$ cat config.mk
export PLATFORM = sky130hd
export DESIGN_NAME = pipe_hazard_unit
export DESIGN_NICKNAME = d
export VERILOG_FILES = /design/src/rtl/pipe_pkg.sv /design/src/rtl/pipe_tag_reg.sv /design/src/rtl/pipe_hazard_unit.sv
export SDC_FILE = /design/constraint.sdc
export NUM_CORES = 1
export LEC_CHECK = 0
export BUFFER_PORTS_ARGS = -buffer_cell sky130_fd_sc_hd__buf_2
export CAP_MARGIN = 40
export CORE_AREA = 2 2 93 95
export DETAILED_ROUTE_END_ITERATION = 7
export DIE_AREA = 0 0 95 97
export PLACE_DENSITY = 0.64
export SLEW_MARGIN = 0
export SYNTH_ARGS = -nofsm -noshare
export SYNTH_HDL_FRONTEND = slang
export SYNTH_SLANG_ARGS = --single-unit
$ cat constraint.sdc
create_clock -name clk -period 4.2 [get_ports clk]
set_clock_uncertainty 0.15 [all_clocks]
set_input_delay 0.42 -clock clk [delete_from_list [all_inputs] [get_ports clk]]
set_output_delay 0.42 -clock clk [all_outputs]
set_load 0.01 [all_outputs]
$ cat src/rtl/pipe_pkg.sv
// Shared types for the pipeline hazard/forwarding controller: forwarding selects,
// the in-flight stage tag and the default datapath geometry.
package pipe_pkg;

    localparam int XLEN_DEF = 32;
    localparam int RAW_DEF  = 5;
    // Tag register fields are sized for the widest supported register address.
    localparam int RAW_MAX  = 8;

    typedef enum logic [1:0] {
        FWD_REG = 2'b00,
        FWD_MEM = 2'b01,
        FWD_WB  = 2'b10
    } fwd_sel_t;

    typedef struct packed {
        logic               valid;
        logic               regwrite;
        logic               memread;
        logic [RAW_MAX-1:0] dst;
        logic [RAW_MAX-1:0] rs;
        logic [RAW_MAX-1:0] rt;
        logic               use_rs;
        logic               use_rt;
    } stage_tag_t;

    localparam stage_tag_t TAG_INVALID = '0;

    // True when the tag will write register r; register 0 is excluded when hardwired.
    function automatic logic tag_writes(input stage_tag_t t,
                                        input logic [RAW_MAX-1:0] r,
                                        input logic r0_zero);
        logic hit_s;
        hit_s = t.valid & t.regwrite & (t.dst == r);
        if (r0_zero && (r == {RAW_MAX{1'b0}})) begin
            hit_s = 1'b0;
        end else begin
            hit_s = hit_s;
        end
        return hit_s;
    endfunction

endpackage

$ cat src/rtl/pipe_tag_reg.sv
// One stage tag register. Flush or an invalid input loads the all-zero tag so an
// invalid entry can never carry regwrite.
module pipe_tag_reg
    import pipe_pkg::*;
(
    input  logic       clk,
    input  logic       rst,
    input  logic       flush,
    input  stage_tag_t d,
    output stage_tag_t q
);

    // Tag storage with synchronous reset and squash
    always_ff @(posedge clk) begin
        if (rst) begin
            q <= TAG_INVALID;
        end else if (flush || !d.valid) begin
            q <= TAG_INVALID;
        end else begin
            q <= d;
        end
    end

endmodule

$ cat src/rtl/pipe_hazard_unit.sv
// Load-use stall, branch flush and EX operand forwarding for a 5-stage pipeline.
// Build option HAZARD_FWD_EN: defined = full bypass; undefined = interlock-only.
module pipe_hazard_unit
    import pipe_pkg::*;
#(
    parameter int XLEN    = XLEN_DEF,
    parameter int RAW     = RAW_DEF,
    parameter int R0_ZERO = 1,
    parameter int CNTW    = 16
) (
    input  logic            clk,
    input  logic            rst,
    input  logic            id_valid,
    input  logic [RAW-1:0]  id_rs,
    input  logic [RAW-1:0]  id_rt,
    input  logic            id_use_rs,
    input  logic            id_use_rt,
    input  logic [RAW-1:0]  id_dst,
    input  logic            id_regwrite,
    input  logic            id_memread,
    input  logic            br_taken,
    input  logic [XLEN-1:0] ex_rd1,
    input  logic [XLEN-1:0] ex_rd2,
    input  logic [XLEN-1:0] mem_alu_res,
    input  logic [XLEN-1:0] wb_data,
    output logic            stall,
    output logic            flush_ifid,
    output logic            flush_idex,
    output logic            flush_exmem,
    output logic [1:0]      fwd_a,
    output logic [1:0]      fwd_b,
    output logic [XLEN-1:0] ex_opa,
    output logic [XLEN-1:0] ex_opb,
    output logic [CNTW-1:0] stall_cnt
);

    localparam logic [CNTW-1:0] CNT_MAX = {CNTW{1'b1}};
    localparam logic [CNTW-1:0] CNT_ONE = {{(CNTW-1){1'b0}}, 1'b1};

    stage_tag_t         id_tag_s;
    stage_tag_t         t_ex_r;
    stage_tag_t         t_mem_r;
    stage_tag_t         t_wb_r;
    logic [RAW_MAX-1:0] id_rs_s;
    logic [RAW_MAX-1:0] id_rt_s;
    logic               r0z_s;
    logic               dep_ex_s;
    logic               hazard_s;
    logic               stall_s;
    logic               ex_flush_s;
    fwd_sel_t           fwd_a_s;
    fwd_sel_t           fwd_b_s;
    logic [XLEN-1:0]    ex_opa_s;
    logic [XLEN-1:0]    ex_opb_s;
    logic [CNTW-1:0]    cnt_r;
    logic               unused_s;

    assign r0z_s   = (R0_ZERO != 0);
    assign id_rs_s = RAW_MAX'(id_rs);
    assign id_rt_s = RAW_MAX'(id_rt);

    // Pack the ID-stage instruction into a tag for the ID/EX slot
    always_comb begin
        id_tag_s          = TAG_INVALID;
        id_tag_s.valid    = id_valid;
        id_tag_s.regwrite = id_regwrite;
        id_tag_s.memread  = id_memread;
        id_tag_s.dst      = RAW_MAX'(id_dst);
        id_tag_s.rs       = id_rs_s;
        id_tag_s.rt       = id_rt_s;
        id_tag_s.use_rs   = id_use_rs;
        id_tag_s.use_rt   = id_use_rt;
    end

    // A stall bubbles ID/EX; a taken branch squashes both younger slots.
    assign ex_flush_s = br_taken | stall_s | ~id_valid;

    pipe_tag_reg u_tag_ex (
        .clk   (clk),
        .rst   (rst),
        .flush (ex_flush_s),
        .d     (id_tag_s),
        .q     (t_ex_r)
    );

    pipe_tag_reg u_tag_mem (
        .clk   (clk),
        .rst   (rst),
        .flush (br_taken),
        .d     (t_ex_r),
        .q     (t_mem_r)
    );

    pipe_tag_reg u_tag_wb (
        .clk   (clk),
        .rst   (rst),
        .flush (1'b0),
        .d     (t_mem_r),
        .q     (t_wb_r)
    );

    assign dep_ex_s = (id_use_rs & tag_writes(t_ex_r, id_rs_s, r0z_s)) |
                      (id_use_rt & tag_writes(t_ex_r, id_rt_s, r0z_s));

`ifdef HAZARD_FWD_EN
    // Forwarding covers everything except a load still in EX.
    assign hazard_s = t_ex_r.memread & dep_ex_s;

    // EX/MEM beats MEM/WB; a load in EX/MEM has no data yet and never forwards.
    function automatic fwd_sel_t pick_src(input logic use_src,
                                          input logic [RAW_MAX-1:0] src,
                                          input stage_tag_t t_mem,
                                          input stage_tag_t t_wb,
                                          input logic r0z);
        fwd_sel_t sel_s;
        if (use_src && tag_writes(t_mem, src, r0z) && !t_mem.memread) begin
            sel_s = FWD_MEM;
        end else if (use_src && tag_writes(t_wb, src, r0z)) begin
            sel_s = FWD_WB;
        end else begin
            sel_s = FWD_REG;
        end
        return sel_s;
    endfunction

    // Operand select and bypass muxes for the EX stage
    always_comb begin
        fwd_a_s = pick_src(t_ex_r.use_rs, t_ex_r.rs, t_mem_r, t_wb_r, r0z_s);
        fwd_b_s = pick_src(t_ex_r.use_rt, t_ex_r.rt, t_mem_r, t_wb_r, r0z_s);
        case (fwd_a_s)
            FWD_MEM: ex_opa_s = mem_alu_res;
            FWD_WB:  ex_opa_s = wb_data;
            default: ex_opa_s = ex_rd1;
        endcase
        case (fwd_b_s)
            FWD_MEM: ex_opb_s = mem_alu_res;
            FWD_WB:  ex_opb_s = wb_data;
            default: ex_opb_s = ex_rd2;
        endcase
    end

    assign unused_s = ^{t_wb_r.memread, t_wb_r.rs, t_wb_r.rt, t_wb_r.use_rs, t_wb_r.use_rt};
`else
    logic dep_mem_s;

    // Without bypass, any producer still in EX or MEM holds the consumer in ID.
    assign dep_mem_s = (id_use_rs & tag_writes(t_mem_r, id_rs_s, r0z_s)) |
                       (id_use_rt & tag_writes(t_mem_r, id_rt_s, r0z_s));
    assign hazard_s  = dep_ex_s | dep_mem_s;

    // Operands always come straight from ID/EX
    always_comb begin
        fwd_a_s  = FWD_REG;
        fwd_b_s  = FWD_REG;
        ex_opa_s = ex_rd1;
        ex_opb_s = ex_rd2;
    end

    assign unused_s = ^{t_wb_r, mem_alu_res, wb_data};
`endif

    // Branch flush wins over stall: the stalled instruction is squashed anyway.
    always_comb begin
        if (id_valid && !br_taken) begin
            stall_s = hazard_s;
        end else begin
            stall_s = 1'b0;
        end
    end

    // Saturating stall-cycle counter
    always_ff @(posedge clk) begin
        if (rst) begin
            cnt_r <= {CNTW{1'b0}};
        end else if (stall_s && (cnt_r != CNT_MAX)) begin
            cnt_r <= cnt_r + CNT_ONE;
        end else begin
            cnt_r <= cnt_r;
        end
    end

    assign stall       = stall_s;
    assign flush_ifid  = br_taken;
    assign flush_idex  = br_taken;
    assign flush_exmem = br_taken;
    assign fwd_a       = fwd_a_s;
    assign fwd_b       = fwd_b_s;
    assign ex_opa      = ex_opa_s;
    assign ex_opb      = ex_opb_s;
    assign stall_cnt   = cnt_r;

endmodule

### After elaboration in Yosys (flattened, before gate mapping)

Cells that the tools add are included.

* register bits: 36
* input bits: 151
* output and inout bits: 88

* mux-type cells: 5
* bitwise logic cells: 16
* reduce and logical (&&, ||, !) cells: 11
* add/sub/neg operators: 1
* equality and inequality tests: 5

Operators by type and width (count)
* $eq 8x5->1: 4
* $add 16x1->16 const B: 1
* $logic_not 8->1: 2
* $ne 16x16->1 const B: 1
* $and 1x1->1: 10
* $mux 1: 5
* $or 1x1->1: 5
* $reduce_or 2->1: 2
* $logic_not 1->1: 3
* $logic_and 1x1->1: 2
* $logic_or 1x1->1: 2
* $not 1->1: 1

### Depth between registers and ports, before layout

* depth after elaboration: 11
* mapped depth: 8

### Modules after synthesis

From an unflattened synthesis, not the netlist that was laid out.

* cells, all modules: 361
* area, all modules: 4112.7 µm²

By module, submodules not included
* pipe_tag_reg: sequential area each 580.6 µm², times used 2, cells an instance 67, area an instance 1126.1 µm²
* pipe_hazard_unit: sequential area each 320.3 µm², times used 1, cells an instance 227, area an instance 1860.5 µm²

### Worst setup path after synthesis

Ideal clock, no wire load.

* kind: input to register
* start point: input id_rt[1]
* end point: register cnt_r[7] (netlist: stall_cnt[7])
* cell stages on the path: 7
* data required time: 3.929 ns
* buffers on the path: 0
* path slack: 1.861 ns
* data arrival time: 2.068 ns
* cell sequence: or4_1 -> o21ai_1 -> nor4_1 -> o21ai_4 -> a21boi_4 -> and3_1 -> mux2_4

* longest elaborated chain between the ends: 8
* elaborated cells between the ends (all ways): 14
* those cells by class: eq/ne (2); mux (3); bitwise (7); reduce/logical (2)

RTL lines
* start: declaration: RTL line pipe_hazard_unit.sv:15 `input logic [RAW-1:0] id_rt,`
* $eq 8x5->1: RTL line pipe_pkg.sv:34 `hit_s = t.valid & t.regwrite & (t.dst == r);`
* $and 1x1->1: RTL line pipe_pkg.sv:34
* $mux 1: RTL line pipe_pkg.sv:35 `if (r0_zero && (r == {RAW_MAX{1'b0}})) begin`
* $and 1x1->1, on equally long branches: RTL line pipe_hazard_unit.sv:103, pipe_hazard_unit.sv:148
* $or 1x1->1, on equally long branches: RTL line pipe_hazard_unit.sv:102, pipe_hazard_unit.sv:147
* $or 1x1->1 (*): RTL line pipe_hazard_unit.sv:149 `assign hazard_s = dep_ex_s | dep_mem_s;`
* $mux 1 (*): RTL line pipe_hazard_unit.sv:164 `if (id_valid && !br_taken) begin`
* $logic_and 1x1->1 (*): RTL line pipe_hazard_unit.sv:175 `end else if (stall_s && (cnt_r != CNT_MAX)) begin`
* end signal: assignment: RTL line pipe_hazard_unit.sv:174 `cnt_r <= {CNTW{1'b0}};`
* end signal: assignment: RTL line pipe_hazard_unit.sv:176 `cnt_r <= cnt_r + CNT_ONE;`
* end signal: assignment: RTL line pipe_hazard_unit.sv:178 `cnt_r <= cnt_r;`
* end: declaration: RTL line pipe_hazard_unit.sv:55 `logic [CNTW-1:0] cnt_r;`

Mark *: on every way between the ends. The rest lies on a longest branch, timed or not.
A chain may end at the register's enable or synchronous reset.

### Final worst setup path

* start point: register u_tag_mem.q[19] (netlist name)
* end point: output stall

* longest elaborated chain between the ends: 7
* elaborated cells between the ends (all ways): 11
* those cells by class: eq/ne (2); mux (3); bitwise (6)

RTL lines
* start: declaration: RTL line pipe_tag_reg.sv:10 `output stage_tag_t q`
* start signal: assignment: RTL line pipe_tag_reg.sv:16 `q <= TAG_INVALID;`
* start signal: assignment: RTL line pipe_tag_reg.sv:18 `q <= TAG_INVALID;`
* start signal: assignment: RTL line pipe_tag_reg.sv:20 `q <= d;`
* $eq 8x5->1: RTL line pipe_pkg.sv:34
* $and 1x1->1: RTL line pipe_pkg.sv:34
* $mux 1: RTL line pipe_pkg.sv:35
* $and 1x1->1, on equally long branches: RTL line pipe_hazard_unit.sv:147, pipe_hazard_unit.sv:148
* $or 1x1->1 (*): RTL line pipe_hazard_unit.sv:147 `assign dep_mem_s = (id_use_rs & tag_writes(t_mem_r, id_rs_s, r0z_s)) |`
* $or 1x1->1 (*): RTL line pipe_hazard_unit.sv:149
* $mux 1 (*): RTL line pipe_hazard_unit.sv:164
* end: declaration: RTL line pipe_hazard_unit.sv:26 `output logic stall,`

Marks and branches as above.

==> flow_summary.toml <==
[logic_synthesis]
synth-seq-cells = 30
synthesis.area_per_instance_sq_um = 8.38
synth.cell_area_sq_um = 2060
ys_dominant_reg_cell = "dfxtp_1"
synth_enable_flop_cells = 0
yosys.cell_types.count = 34
synthesized_netlist_cell_count = 246
synth_top_cells_by_area = "dfxtp_1 (29%), buf_4 (26%), xnor2_1 (8.1%), nor2_1 (4.2%), xor2_1 (3.4%)"
yosysSeqAreaShare_pct = 29.1
yosysWarnings = 0
yosys.area.top_type = "dfxtp_1"
yosysTopAreaCellShare_pct = 29.1
synth-async-reset-ratio_pct = 0

[clock_tree]
clk_root_buffer_cell = "clkbuf_8"
cts_setup_buffers = 0
cts_tree = "yes"
cts_hold_buf = 0
numClockSinks = 30
clk_transition_reported_paths_ns = 0.06
cts-resized-gates = 0
cts_htree_levels = 2
clock_path_buffers = 2
clk-insertion-delay-late_ns = 0.27
cts_buffers = 5

[sta]
finalCritPeriodShare_pct = 65.2
hold_viol = 0
worst-slew-pin-transition_ns = 0.652
setup_viol = 0
timing.fmax_ghz = 0.365
rsz0062_at_grt = "false"
finalMaxSlewViolations = 0
fin_crit_ns = 2.74
setup-tns-final_ns = 0
slew-limit-headroom_pct = 56.1

[critical_path]
path_cells = "xnor2_1 -> nand3_1 -> nor4_1 -> nor2_1 -> o22ai_1 -> nor2b_1 -> buf_2"
worstReg2RegEnd = "stall_cnt[9]"
setup.worst_path.start = "u_tag_mem.q[19]"
worstSetupEndpointType = "primary output"
timing.reg2reg.worst_path_depth = 7
reg2reg_setup_slack_ns = 1.71
crit_path_end = "stall"
rr_startpoint = "u_tag_mem.q[19]"
arrival_ns = 2.17
crit_path_max_incr_delay_ns = 0.51
critPathKind = "reg -> out"
critical-path-slowest-cell = "nor4_1"
cp_data_required_time_ns = 3.63
crit_path_max_fanout = 3
worstSetupStartpointType = "register"

[routing]
vias = 1448
drt_wl_total_um = 4020
viasPerCell = 4.40
firstDrtPassIters = 4
per_cell_routed_wire_length_um = 12.2
number_of_drc_violations_after_detailed_routing = 0
drt_iter0_markers = 45
antenna_violating_nets_post_route = 0

[power_and_ir_drop]
power_uw = 568
p_comb_share_pct = 7.3
clock_power_share_pct = 41.9
power_per_cell_area_nw_per_um2 = 290
p_seq_share_pct = 50.8
power.share.switching_pct = 23.1
cellLeakagePower_nw = 0.817
p_switching_uw = 131
ir_drop_worst_vdd_v = 0.000135
cell_internal_pwr_uw = 436

[global_route]
grt_start_max_net_pins = 26
grt_first_pass_wirelength_um = 6450
grt_remaining_overflow = 0
antenna_violations_before_repair = 0
global_route.usage.total_pct = 8.75
number_of_global_route_vias_before_repair = 1415

[placement]
gp_congestion = 0.838
dp_hpwl_um = 3160
placedCellCount = 321
place.port_buffers = 41
placed_area_sq_um = 1860

[worst_hold_path]
hold_path_class = "in -> reg"

[final_layout]
filler_free_cell_count_of_the_finished_design = 329
final_net_count = 375
multi_input_comb_area_sq_um = 886
final_layout_size_suffix_gt1_share_pct = 24.6
fillers = 879
antenna_cells_inserted = 0
final_design_area_no_fill_sq_um = 1960
register_area_sq_um = 601
area.growth.synth_to_final_pct = -4.92

[die]
floorplan.io_pins = 239
core_region_area_sq_um = 8130
initial_utilization_pct = 25.3
rows = 33
dieWidth_um = 95
dieHeight_um = 97
design.die.area_sq_um = 9220

[flow_run]
max_cap_viol_count = 0

[outcome]
run_status = "finished, final reports clean"
==> flip-flops by register name (all words and copies together) (netlist names) <==
register     count
stall_cnt       16
u_tag_mem.q      7
u_tag_ex.q       7
==> worst max-delay path, delay by kind of cell, from the launching register on <==
family          cells  cell delay (ns)
simple gates        4             0.95
xor+xnor            1             0.14
flops               1             0.38
buf+inv             1             0.16
compound gates      1             0.26
==> layout make-up <==
class                      instances  area share, %
clock buffer                       6           4.21
inverter                          11           2.11
tap                              105           6.70
clock inverter                     2          0.639
sequential                        30           30.7
multi-input combinational        134           45.2
timing repair buffer              41           10.5
==> through the flow <==
| step | hold WS [ns] | setup WS [ns] | util, % |
|---|---|---|---|
| 6_report | 0.204 | 1.46 | 24.1 |
| 2_1_floorplan | 0.280 | 1.86 | - |
| 3_5_place_dp | 0.299 | 1.52 | 22.9 |
| 3_3_place_gp | 0.289 | 1.54 | 22.9 |
| 4_1_cts | 0.199 | 1.45 | 24.1 |
| 5_1_grt | 0.198 | 1.29 | 24.1 |
==> worst min path at each step <==
stage,start,to,slack (ns),depth (start not counted)
CTS,id_dst[0],u_tag_ex.q[18],0.20,3
detailed placement,u_tag_ex.q[27],u_tag_mem.q[27],0.30,1
global route,id_dst[0],u_tag_ex.q[18],0.20,3
global placement,u_tag_ex.q[27],u_tag_mem.q[27],0.29,1
floorplan,u_tag_ex.q[27],u_tag_mem.q[27],0.28,1
finish,id_dst[1],u_tag_ex.q[19],0.20,3
==> cell usage after synthesis, types with 2 or more instances <==
master and number:
a211oi_1 2, a21oi_1 8, a311oi_1 2, a31o_1 2, a41o_1 2, and2_1 8, and3_1 6, buf_4 71
clkbuf_1 3, dfxtp_1 30, inv_1 10, mux2_1 2, mux2_4 2, nand2_1 8, nand2b_1 2, nand3_1 8
nand4_1 4, nor2_1 23, nor2b_1 5, nor3_1 2, nor4_1 5, o21ai_1 2, o21ai_4 2, or4_1 2
xnor2_1 19, xor2_1 8
==> cell families (layout without fill, tap and decap cells) <==
family	count (synthesis)	count (layout)	synth area share [%]
simple gates	76	76	19.0
fa+ha+maj	1	1	0.607
mux	4	4	2.55
other cells	1	4	0.182
xor+xnor	27	27	11.5
compound gates	22	22	8.62
buf+inv	85	60	28.4
flops	30	30	29.1
==> power by group through the flow <==
stage / registers (mW) / logic, mW / clock network [mW]
after global routing: 0.289 / 0.0463 / 0.259
final: 0.288 / 0.0417 / 0.238
after global placement: 0.295 / 0.0408 / 0
after CTS: 0.288 / 0.0419 / 0.247
after floorplan: 0.294 / 0.0898 / 0
after detailed placement: 0.295 / 0.0418 / 0
==> metal layers <==
metal | wire length, um | share of wire (%) | track usage (%)
met2 | 1850 | 46 | 14.3
met5 | 0 | 0 | 0
met3 | 382 | 9.5 | 3.19
met1 | 1610 | 40 | 9.33
met4 | 173 | 4.3 | 5.57
==> layout by cell type, fill, tap and decap left out <==
cell and instances:
a21boi_4 1, conb_1 4, o21ai_1 2, or4_1 2, xnor2_1 19, ha_1 1
nand2_1 8, a31o_1 2, mux2_1 2, nor3b_1 1, nor2b_1 5, nor2_1 23
o21ai_4 2, a21oi_1 8, nand4_1 4, dfxtp_1 30, buf_2 41, nor3_1 2
clkinv_2 1, and3_1 6, inv_2 1, xor2_1 8, nor4_1 5, mux2_4 2
inv_1 10, nand2b_1 2, a311oi_1 2, a211oi_1 2, nand3_1 8, o22ai_1 1
clkinvlp_4 1, a41o_1 2, nor4b_1 1, clkbuf_8 6, or3_1 1, and2_1 8
Power figures use the tool's default switching activity.
